$ cat config.mk
export PLATFORM = sky130hd
export DESIGN_NAME = frame_sequencer
export DESIGN_NICKNAME = d
export VERILOG_FILES = /design/src/rtl/frame_pkg.sv /design/src/rtl/frame_period_counter.sv /design/src/rtl/frame_sequencer.sv
export SDC_FILE = /design/constraint.sdc
export NUM_CORES = 1
export LEC_CHECK = 0
export BUFFER_PORTS_ARGS = -buffer_cell sky130_fd_sc_hd__buf_2
export CORE_ASPECT_RATIO = 1.2
export CORE_MARGIN = 2
export CORE_UTILIZATION = 61
export DETAILED_ROUTE_END_ITERATION = 6
export MAX_ROUTING_LAYER = met4
export PLACE_DENSITY = 0.95
export SLEW_MARGIN = 10
export SYNTH_ARGS = -nofsm -noshare
export SYNTH_HDL_FRONTEND = slang
export SYNTH_SLANG_ARGS = --single-unit
$ cat constraint.sdc
create_clock -name clk -period 6.1 [get_ports clk]
set_input_delay 0.305 -clock clk [delete_from_list [all_inputs] [get_ports clk]]
set_output_delay 0.305 -clock clk [all_outputs]
set_load 0.005 [all_outputs]
$ cat src/rtl/frame_pkg.sv
// frame_pkg: shared state encoding and frame-rate constants for the frame sequencer
package frame_pkg;
  typedef enum logic [1:0] {IDLE, ERASE, UPDATE, DRAW} state_t;
  localparam int DIV_30_DEF = 1666667;
  localparam int DIV_60_DEF = 833333;
  localparam logic FPS_30 = 1'b0;
  localparam logic FPS_60 = 1'b1;
endpackage

$ cat src/rtl/frame_period_counter.sv
// frame_period_counter: divides the system clock to a 30/60 FPS frame tick
module frame_period_counter
  import frame_pkg::*;
#(
  parameter int DIV_30 = DIV_30_DEF,
  parameter int DIV_60 = DIV_60_DEF,
  parameter int CNT_W  = 21
) (
  input  logic clk,
  input  logic reset,
  input  logic enable,
  input  logic fps_sel,
  output logic frame_tick
);
  localparam logic [CNT_W-1:0] RELOAD_30 = CNT_W'(DIV_30 - 1);
  localparam logic [CNT_W-1:0] RELOAD_60 = CNT_W'(DIV_60 - 1);
  logic [CNT_W-1:0] cnt;
  // reset gating keeps the tick low while reset is asserted, before any clock edge
  assign frame_tick = enable && cnt == '0 && !reset;
  // count down while enabled; fps_sel only matters at the reload point
  always_ff @(posedge clk or posedge reset)
    if (reset) cnt <= '0;
    else if (enable) cnt <= cnt == '0 ? (fps_sel == FPS_60 ? RELOAD_60 : RELOAD_30) : cnt - 1'b1;
endmodule

$ cat src/rtl/frame_sequencer.sv
// frame_sequencer: frame tick, frame skipping and erase/update/draw handshake sequencing
module frame_sequencer
  import frame_pkg::*;
#(
  parameter int DIV_30 = DIV_30_DEF,
  parameter int DIV_60 = DIV_60_DEF,
  parameter int CNT_W  = 21
) (
  input  logic        clk,
  input  logic        reset,
  input  logic        enable,
  input  logic        fps_sel,
  input  logic [3:0]  skip_count,
  output logic        erase_req,
  input  logic        erase_done,
  output logic        update_req,
  input  logic        update_done,
  output logic        draw_req,
  input  logic        draw_done,
  output logic        frame_tick,
  output logic        busy,
  output logic        frame_overrun,
  output logic [15:0] update_count
);
  state_t     state;
  logic [3:0] skip;
  logic       upd_frame;

  frame_period_counter #(.DIV_30(DIV_30), .DIV_60(DIV_60), .CNT_W(CNT_W)) u_period (
    .clk(clk),
    .reset(reset),
    .enable(enable),
    .fps_sel(fps_sel),
    .frame_tick(frame_tick)
  );

  assign upd_frame = frame_tick && skip == '0;

  // skip counter: a tick finding it at zero is an update frame and reloads skip_count
  always_ff @(posedge clk or posedge reset)
    if (reset) skip <= '0;
    else if (frame_tick) skip <= skip == '0 ? skip_count : skip - 1'b1;

  // handshake FSM with registered request/busy outputs and sticky overrun flag
  always_ff @(posedge clk or posedge reset)
    if (reset) begin
      state         <= IDLE;
      erase_req     <= 1'b0;
      update_req    <= 1'b0;
      draw_req      <= 1'b0;
      busy          <= 1'b0;
      frame_overrun <= 1'b0;
      update_count  <= '0;
    end else begin
      if (upd_frame && state != IDLE) frame_overrun <= 1'b1;
      case (state)
        IDLE: if (upd_frame) begin
          state     <= ERASE;
          erase_req <= 1'b1;
          busy      <= 1'b1;
        end
        ERASE: if (erase_done) begin
          state      <= UPDATE;
          erase_req  <= 1'b0;
          update_req <= 1'b1;
        end
        UPDATE: if (update_done) begin
          state      <= DRAW;
          update_req <= 1'b0;
          draw_req   <= 1'b1;
        end
        DRAW: if (draw_done) begin
          state        <= IDLE;
          draw_req     <= 1'b0;
          busy         <= 1'b0;
          update_count <= update_count + 1'b1;
        end
      endcase
    end
endmodule

==> results of run 1 <==
## power by group through the flow
stage / logic [uW] / registers, uW / clock network (uW)
5_1_grt: 328 / 474 / 257
3_5_place_dp: 285 / 464 / 0
4_1_cts: 292 / 460 / 242
2_1_floorplan: 214 / 448 / 0
6_report: 293 / 465 / 240
3_3_place_gp: 266 / 459 / 0
## placed cells by master, fill, tap and decap left out, types with 6 or more instances in the layout
cell	instances
inv_1	21
o21ai_0	19
buf_2	32
dfrtp_1	48
mux2i_1	7
nand3_1	10
ha_1	9
xor2_1	10
a21oi_1	11
xnor2_1	7
nor3_1	6
nor2_1	22
nand4_1	6
nand2_1	30
## critical path: stages (launching register included)
cell and delay (ps):
dfrtp_1 440, inv_1 120, ha_1 220, nor4b_1 560, and3_1 580, o21ai_0 220, a22oi_1 240
## registers in the layout, summed over array words and instances (netlist names)
signal / count
u_period.cnt: 21
skip: 4
busy: 1
erase_req: 1
update_count: 16
update_req: 1
state: 2
draw_req: 1
frame_overrun: 1
## stage by stage
stage	hold slack, ps	setup WS, ps	instances	util (%)
2_1_floorplan	441	3410	279	-
3_3_place_gp	453	3560	360	68.0
3_5_place_dp	457	3540	360	68.0
4_1_cts	233	3640	368	70.7
5_1_grt	245	3390	368	70.7
6_report	208	3630	368	70.7
## routing by layer
| metal | GRT usage, % | up-vias |
|---|---|---|
| met5 | - | - |
| li1 | - | 1056 |
| met4 | 15.3 | 0 |
| met3 | 4.99 | 17 |
| met1 | 31.0 | 1118 |
| met2 | 42.8 | 68 |
## final cells by class
class | count | area (um^2) | share of cell area [%]
Timing Repair Buffer | 32 | 160 | 5.31
Clock inverter | 3 | 46.3 | 1.54
Sequential cell | 48 | 1200 | 39.9
Inverter | 22 | 82.6 | 2.74
Tap cell | 56 | 70.1 | 2.32
Multi-Input combinational cell | 202 | 1390 | 46.0
Clock buffer | 5 | 68.8 | 2.28
## cells by family after synthesis
kind of cell,after synthesis,share of synthesized area [%]
AND/OR/NAND/NOR,106,23.0
adder cells (fa/ha/maj),9,4.16
buffers and inverters,29,4.53
multiplexers,10,3.97
AO/OA/AOI/OAI,60,14.5
flip-flops,48,44.3
XOR/XNOR,17,5.50
## worst paths after layout
path / start / to / slack, ps / depth (start not counted)
setup / recovery: u_period.cnt[0] / u_period.cnt[18] / 3630 / 6
hold / removal: reset / update_count[10] / 210 / 2
setup reg to reg: u_period.cnt[0] / u_period.cnt[18] / 3630 / 6
hold reg to reg: update_count[15] / update_count[15] / 470 / 1
max in group asynchronous: reset / u_period.cnt[19] / 5280 / 2
min in group clk: skip_count[0] / skip[0] / 240 / 3
==> impl_metrics.yaml, run 1 <==
drt:
  routed_wl_mm: 5.91
  drtIter0Drc: 121
  highest-signal-layer: "met4"
  wl_per_cell_um: 16.0
  vias: 2259
  wl_met3_um: 241
  dr_wl_met2_mm: 3.10
  avgViaCountPerCell: 6.14
  wl_met1_mm: 2.43
  postRouteAntennaNets: 0
  drc: 0
  dr.pass1.iters: 4
power_and_ir_drop:
  pwr-share-clk_pct: 24.1
  internal-power_uw: 635
  leakagePower_uw: 0.00144
  switching_share_pct: 36.3
  p_switching_uw: 362
  pwr_density_cell_nw_per_um2: 331
  ir_drop_mv: 0.282
  power_frac_seq_pct: 46.6
  p_total_uw: 998
  combPwrFrac_pct: 29.4
finish:
  syn2layout_area_growth_pct: 11.3
  drive_gt1_share_pct: 19.9
  fin_nets: 331
  n_fill_cell: 293
  final_area_um2: 3010
  num_antenna_cells: 0
synth:
  synth_area_per_cell_um2: 9.71
  synth_warnings: 0
  yosysMostFrequentCell: "dfrtp_1"
  synth_common_cells: "dfrtp_1 (48), nand2_1 (30), inv_1 (22), nor2_1 (22), o21ai_0 (19)"
  async_reset_ff_share_pct: 100
  synthTopCellsByArea: "dfrtp_1 (44%), ha_1 (4.2%), nand2_1 (4.2%)"
  synth_ff_type: "dfrtp_1"
  syn_area_um2: 2710
  netlist_instances: 279
  synth_cell_types: 57
  synth-seq-area-share_pct: 44.3
  synth.ff_latch_count: 48
  synth_area_leader_cell: "dfrtp_1"
  syn_nets: 299
  synth-edff-count: 0
  yosysTopAreaCellShare_pct: 44.3
floorplanning:
  dieWidth_um: 64.8
  die_area_um2: 4990
  io_pins: 33
  start_util_pct: 63.6
  fp-row-count: 26
  core-area_um2: 4260
  die_h_um: 77
clocking:
  cts_tree: "yes"
  cts_hold_buf: 0
  clk_latency_ps: 310
  cts_root_buf: "clkbuf_8"
  cts.sinks: 48
  path_clk_slew_ps: 100
  cts_buffers: 5
  cts_resized: 0
  htreeDepth: 2
  cts_max_path_buffers: 2
  cts_setup_buffers: 0
global_routing:
  grt_pass1_vias: 2350
  antenna_found_initial: 0
  grt_pass1_wl_mm: 10.2
  gr-usage-all-layers_pct: 26.6
  grt_max_degree: 50
  gr-total-overflow: 0
setup_path:
  cp_data_required_time_ps: 6320
  crit_type: "register to register"
  startpoint_type: "register"
  crit_path_end_kind: "register"
  cp.arrival_ps: 2690
  path_max_fanout: 15
timing:
  setup_viol: 0
  rsz0062_at_grt: "false"
  period_needed_ps: 2470
  min_period_over_period_pct: 40.5
  hold_violations: 0
  max_freq_ghz: 0.405
  slew_headroom_pct: 34.9
  worst_pin_slew_ps: 975
  fin_skew_ps: 8.20
  finalSetupTns_ps: 0
  drv_slew: 0
run:
  cap_violations: 0
placed_design:
  numPortBuffers: 32
  place_congestion: 0.864
  hpwlAfterDp_mm: 3.90
  dpl-instance-area_um2: 2900
worst_hold_path:
  hold_class: "primary input to asynchronous set/reset pin"
run_status:
  status: "finished clean"
(Power assumes the default switching activity.)
==> run 2: changes to the inputs <==
Settings changed: CORE_UTILIZATION 61 to 58, PLACE_DENSITY 0.95 to 0.92.
Clock period 6.1 ns to 2.45 ns, I/O delays scaled along.
==> impl_metrics.yaml, run 2 (synthesis gave the netlist of run 1 again) <==
floorplanning:
  io_pins: 33
  fp-row-count: 27
  core-area_um2: 4530
  start_util_pct: 59.8
  die_area_um2: 5240
  die_h_um: 78.9
  dieWidth_um: 66.4
clocking:
  cts_setup_buffers: 0
  clk_latency_ps: 320
  path_clk_slew_ps: 90
  htreeDepth: 2
  cts_hold_buf: 0
  cts.sinks: 48
  cts_buffers: 5
  cts_root_buf: "clkbuf_8"
  cts_resized: 0
  cts_max_path_buffers: 2
  cts_tree: "yes"
drt:
  wl_per_cell_um: 16.5
  avgViaCountPerCell: 6.27
  dr.pass1.iters: 4
  vias: 2351
  postRouteAntennaNets: 0
  drc: 0
  drtIter0Drc: 160
  routed_wl_mm: 6.18
timing:
  fin_skew_ps: 17.4
  worst_pin_slew_ps: 605
  holdWs_ps: 3.45
  period_needed_ps: 2210
  setup_viol: 0
  hold_violations: 0
  drv_slew: 0
  max_freq_ghz: 0.451
  finalSetupTns_ps: 0
  slew_headroom_pct: 59.7
  rsz0062_at_grt: "false"
  min_period_over_period_pct: 90.4
finish:
  regMostFlops: "u_period.cnt"
  mostFrequentLayoutCells: "dfrtp_1 (48), buf_2 (32), nand2_1 (30)"
  syn2layout_area_growth_pct: 14.5
  regArea_um2: 1200
  drive_gt1_share_pct: 21.8
  layout_commonest_cell: "dfrtp_1"
  largest_reg_flops: 21
  num_antenna_cells: 0
  fin_nets: 336
  reg_top3: "u_period.cnt: 21 flops, update_count: 16 flops, skip: 4 flops"
  multiInputGateArea_um2: 1410
  n_fill_cell: 336
setup_path:
  startpoint_type: "register"
  path_max_fanout: 7
  cp_data_required_time_ps: 2680
  rr_endpoint: "u_period.cnt[18]"
  crit_path_start: "u_period.cnt[1]"
  crit_path_end_kind: "register"
  cp-endpoint: "u_period.cnt[18]"
  reg2regPathDepth: 7
  path_cells: "inv_1, ha_1, nor4b_4, nand3_1, nor4_2, o21ai_0, a22oi_1"
  cp.arrival_ps: 2440
  rr_startpoint: "u_period.cnt[1]"
  r2r_slack_ps: 240
  critPathSlowestCell: "dfrtp_1"
  cpPeakStageDelay_ps: 430
  crit_type: "register to register"
power_and_ir_drop:
  p_total_uw: 2610
  ir_drop_mv: 0.644
  pwr_density_cell_nw_per_um2: 841
  leakagePower_uw: 0.00148
run:
  cap_violations: 0
global_routing:
  grt_pass1_vias: 2221
  grt_pass1_wl_mm: 10.6
  gr-usage-all-layers_pct: 27.0
  gr-total-overflow: 0
  antenna_found_initial: 0
  grt_max_degree: 49
placed_design:
  place_congestion: 0.898
  numPortBuffers: 32
  hpwlAfterDp_mm: 4.03
worst_hold_path:
  hold_class: "primary input to asynchronous set/reset pin"
run_status:
  status: "finished clean"
run 2: power breakdown:
group | total [uW] | switching, uW | leakage [uW] | internal [uW]
Clock | 694 | 284 | 0.0000687 | 411
Sequential | 1170 | 232 | 0.000610 | 934
Combinational | 749 | 393 | 0.000805 | 356
Total | 2610 | 909 | 0.00148 | 1700
run 2: worst min-delay path by stage:
| stage | cells after the start | startpoint | endpoint |
|---|---|---|---|
| after floorplan | 1 | reset | busy |
| after global placement | 3 | reset | update_count[0] |
| after detailed placement | 3 | reset | busy |
| after CTS | 3 | reset | u_period.cnt[1] |
| after global routing | 3 | reset | update_count[2] |
| final | 3 | reset | busy |
run 2: area by class of cell:
class                           instances  area share, %
Timing Repair Buffer                   37           6.37
Multi-Input combinational cell        202           45.3
Sequential cell                        48           38.7
Clock inverter                          3           2.22
Tap cell                               58           2.34
Clock buffer                            5           2.22
Inverter                               22           2.78
run 2: through the flow:
step,instances,instance area [um^2],utilization (%),worst slack (ps)
6_report,375,3100,68.5,235
5_1_grt,375,3100,68.5,29.6
4_1_cts,375,3080,68.0,29.1
3_5_place_dp,367,2940,65.0,302
3_3_place_gp,367,2940,65.0,388
2_1_floorplan,279,2710,-,416
run 2: metal layers:
metal  vias to the layer above  wire length [um]  global-route usage (%)
met5                         -                 0                       -
li1                       1067                 -                       -
met4                         0               191                    10.2
met3                        29               364                    5.52
met2                       111              3180                    44.3
met1                      1144              2440                    32.8
run 2: worst max-delay path: cells and delay by family, from the launching register on:
kind | cells | cell delay, ps
adders and majority gates | 1 | 310
AOI/OAI and AO/OA | 2 | 370
DFF | 1 | 430
and+or+nand+nor | 3 | 890
buffers and inverters | 1 | 140
==> run 3: changes to the inputs <==
Settings changed: CORE_UTILIZATION 58 to 61, PLACE_DENSITY 0.92 to 0.95.
Clock period 2.45 ns to 2.8 ns, I/O delays scaled along.
==> impl_metrics.yaml, run 3 (synthesis gave the netlist of run 1 again) <==
setup_path:
  crit_type: "register to register"
  critPathSlowestCell: "and3_1"
  cp.arrival_ps: 2540
  path_max_fanout: 15
  crit_path_start: "u_period.cnt[0]"
  crit_cells: 6
  worstPathBufferInverterCount: 1
  rr_startpoint: "u_period.cnt[0]"
  cpPeakStageDelay_ps: 580
  reg2regPathDepth: 6
  path_delay_family: "simple AND/OR/NAND/NOR gates"
  path_cells: "inv_1, ha_1, nor4b_1, and3_1, o21ai_0, a21o_1"
  startpoint_type: "register"
  crit_path_end_kind: "register"
  cp_data_required_time_ps: 3010
finish:
  reg_top3: "u_period.cnt: 21 flops, update_count: 16 flops, skip: 4 flops"
  drive_gt1_share_pct: 20.1
  fin_nets: 333
  n_fill_cell: 303
  postLayoutCoreUtil_pct: 71.4
  regMostFlops: "u_period.cnt"
  syn2layout_area_growth_pct: 12.3
  mostFrequentLayoutCells: "dfrtp_1 (48), buf_2 (32), nand2_1 (30)"
  largest_reg_flops: 21
  num_antenna_cells: 0
  layout_commonest_cell: "dfrtp_1"
drt:
  dr.pass1.iters: 4
  postRouteAntennaNets: 0
  avgViaCountPerCell: 6.08
  routed_wl_mm: 5.86
  drc: 0
  drtIter0Drc: 121
  vias: 2242
  wl_per_cell_um: 15.9
worst_hold_path:
  hold_class: "primary input to asynchronous set/reset pin"
timing:
  drv_slew: 0
  finalSetupTns_ps: 0
  rsz0062_at_grt: "false"
  min_period_over_period_pct: 83.4
  hold_violations: 1
  holdWs_ps: -3.81
  worst_pin_slew_ps: 616
  setup_viol: 0
  max_freq_ghz: 0.428
  fin_skew_ps: 6.43
  period_needed_ps: 2340
  slew_headroom_pct: 58.3
clocking:
  cts_buffers: 5
  htreeDepth: 2
  cts_resized: 0
  cts_hold_buf: 0
  cts_setup_buffers: 0
  cts_max_path_buffers: 2
  cts.sinks: 48
  cts_root_buf: "clkbuf_8"
  cts_tree: "yes"
  clk_latency_ps: 310
  path_clk_slew_ps: 90
run_status:
  failed_checks: "hold timing"
  status: "complete, but fails checks"
global_routing:
  grt_pass1_vias: 2209
  gr-total-overflow: 0
  grtUsageMet2_pct: 42.6
  grt_max_degree: 49
  gr-usage-all-layers_pct: 26.2
  grtUsageMet1_pct: 32.6
  antenna_found_initial: 0
  grt_pass1_wl_mm: 10.1
  grt-busiest-layer: "met2"
  globalRouteMet3Util_pct: 4.99
floorplanning:
  io_pins: 33
  start_util_pct: 63.6
  dieWidth_um: 64.8
  die_h_um: 77
  die_area_um2: 4990
  core-area_um2: 4260
  fp-row-count: 26
power_and_ir_drop:
  ir_drop_mv: 0.534
  pwr_density_cell_nw_per_um2: 730
  leakagePower_uw: 0.00146
placed_design:
  place_congestion: 0.861
  numPortBuffers: 32
  hpwlAfterDp_mm: 4.05
run:
  cap_violations: 0
## run 3: cell types whose count changed in the layout (fill, tap and decap cells not counted)
cell        delta
buf_4          -3
clkinvlp_4     -1
inv_2          +1
inv_6          -1
nor4_1         +1
nor4_2         -1
nor4b_1        +1
nor4b_4        -1
## run 3: cell type report
class	count	area, um^2	share of cell area (%)
tap	56	70.1	2.30
multi-input combinational	202	1390	45.5
inverter	22	82.6	2.71
clock inverter	2	60.1	1.97
timing repair buffer	34	175	5.76
sequential	48	1200	39.5
clock buffer	5	68.8	2.26
## run 3: final timing paths
path                                    end  slack (ps)
min in group clk                    skip[0]          70
setup / recovery           u_period.cnt[12]         460
hold reg to reg            update_count[15]         480
hold / removal             update_count[10]          -4
max in group asynchronous   u_period.cnt[1]        2370
setup reg to reg           u_period.cnt[12]         460
## run 3: metrics by stage
step / instances / power [uW] / cell area (um^2) / worst slack, ps
after floorplan: 279 / 1440 / 2710 / 279
after global placement: 362 / 1580 / 2910 / 674
after detailed placement: 362 / 1630 / 2910 / 548
after CTS: 369 / 2210 / 3040 / 495
after global routing: 369 / 2340 / 3040 / 287
final: 369 / 2220 / 3040 / 464
## run 3: tightest hold or removal path, cell delays in order
cell	delay, ps
buf_2	100
inv_2	60
buf_4	480
## run 3: power by group
| group | total, uW | switching [uW] | leakage [uW] | internal (uW) |
|---|---|---|---|---|
| logic | 625 | 326 | 0.000788 | 299 |
| clock network | 590 | 238 | 0.0000642 | 352 |
| registers | 1010 | 189 | 0.000610 | 818 |
| total | 2220 | 753 | 0.00146 | 1470 |
## run 3: layer usage
layer	routed length [um]	share of wire [%]
met5	0	0
met4	127	2.2
met3	260	4.4
met2	3000	51
met1	2470	42
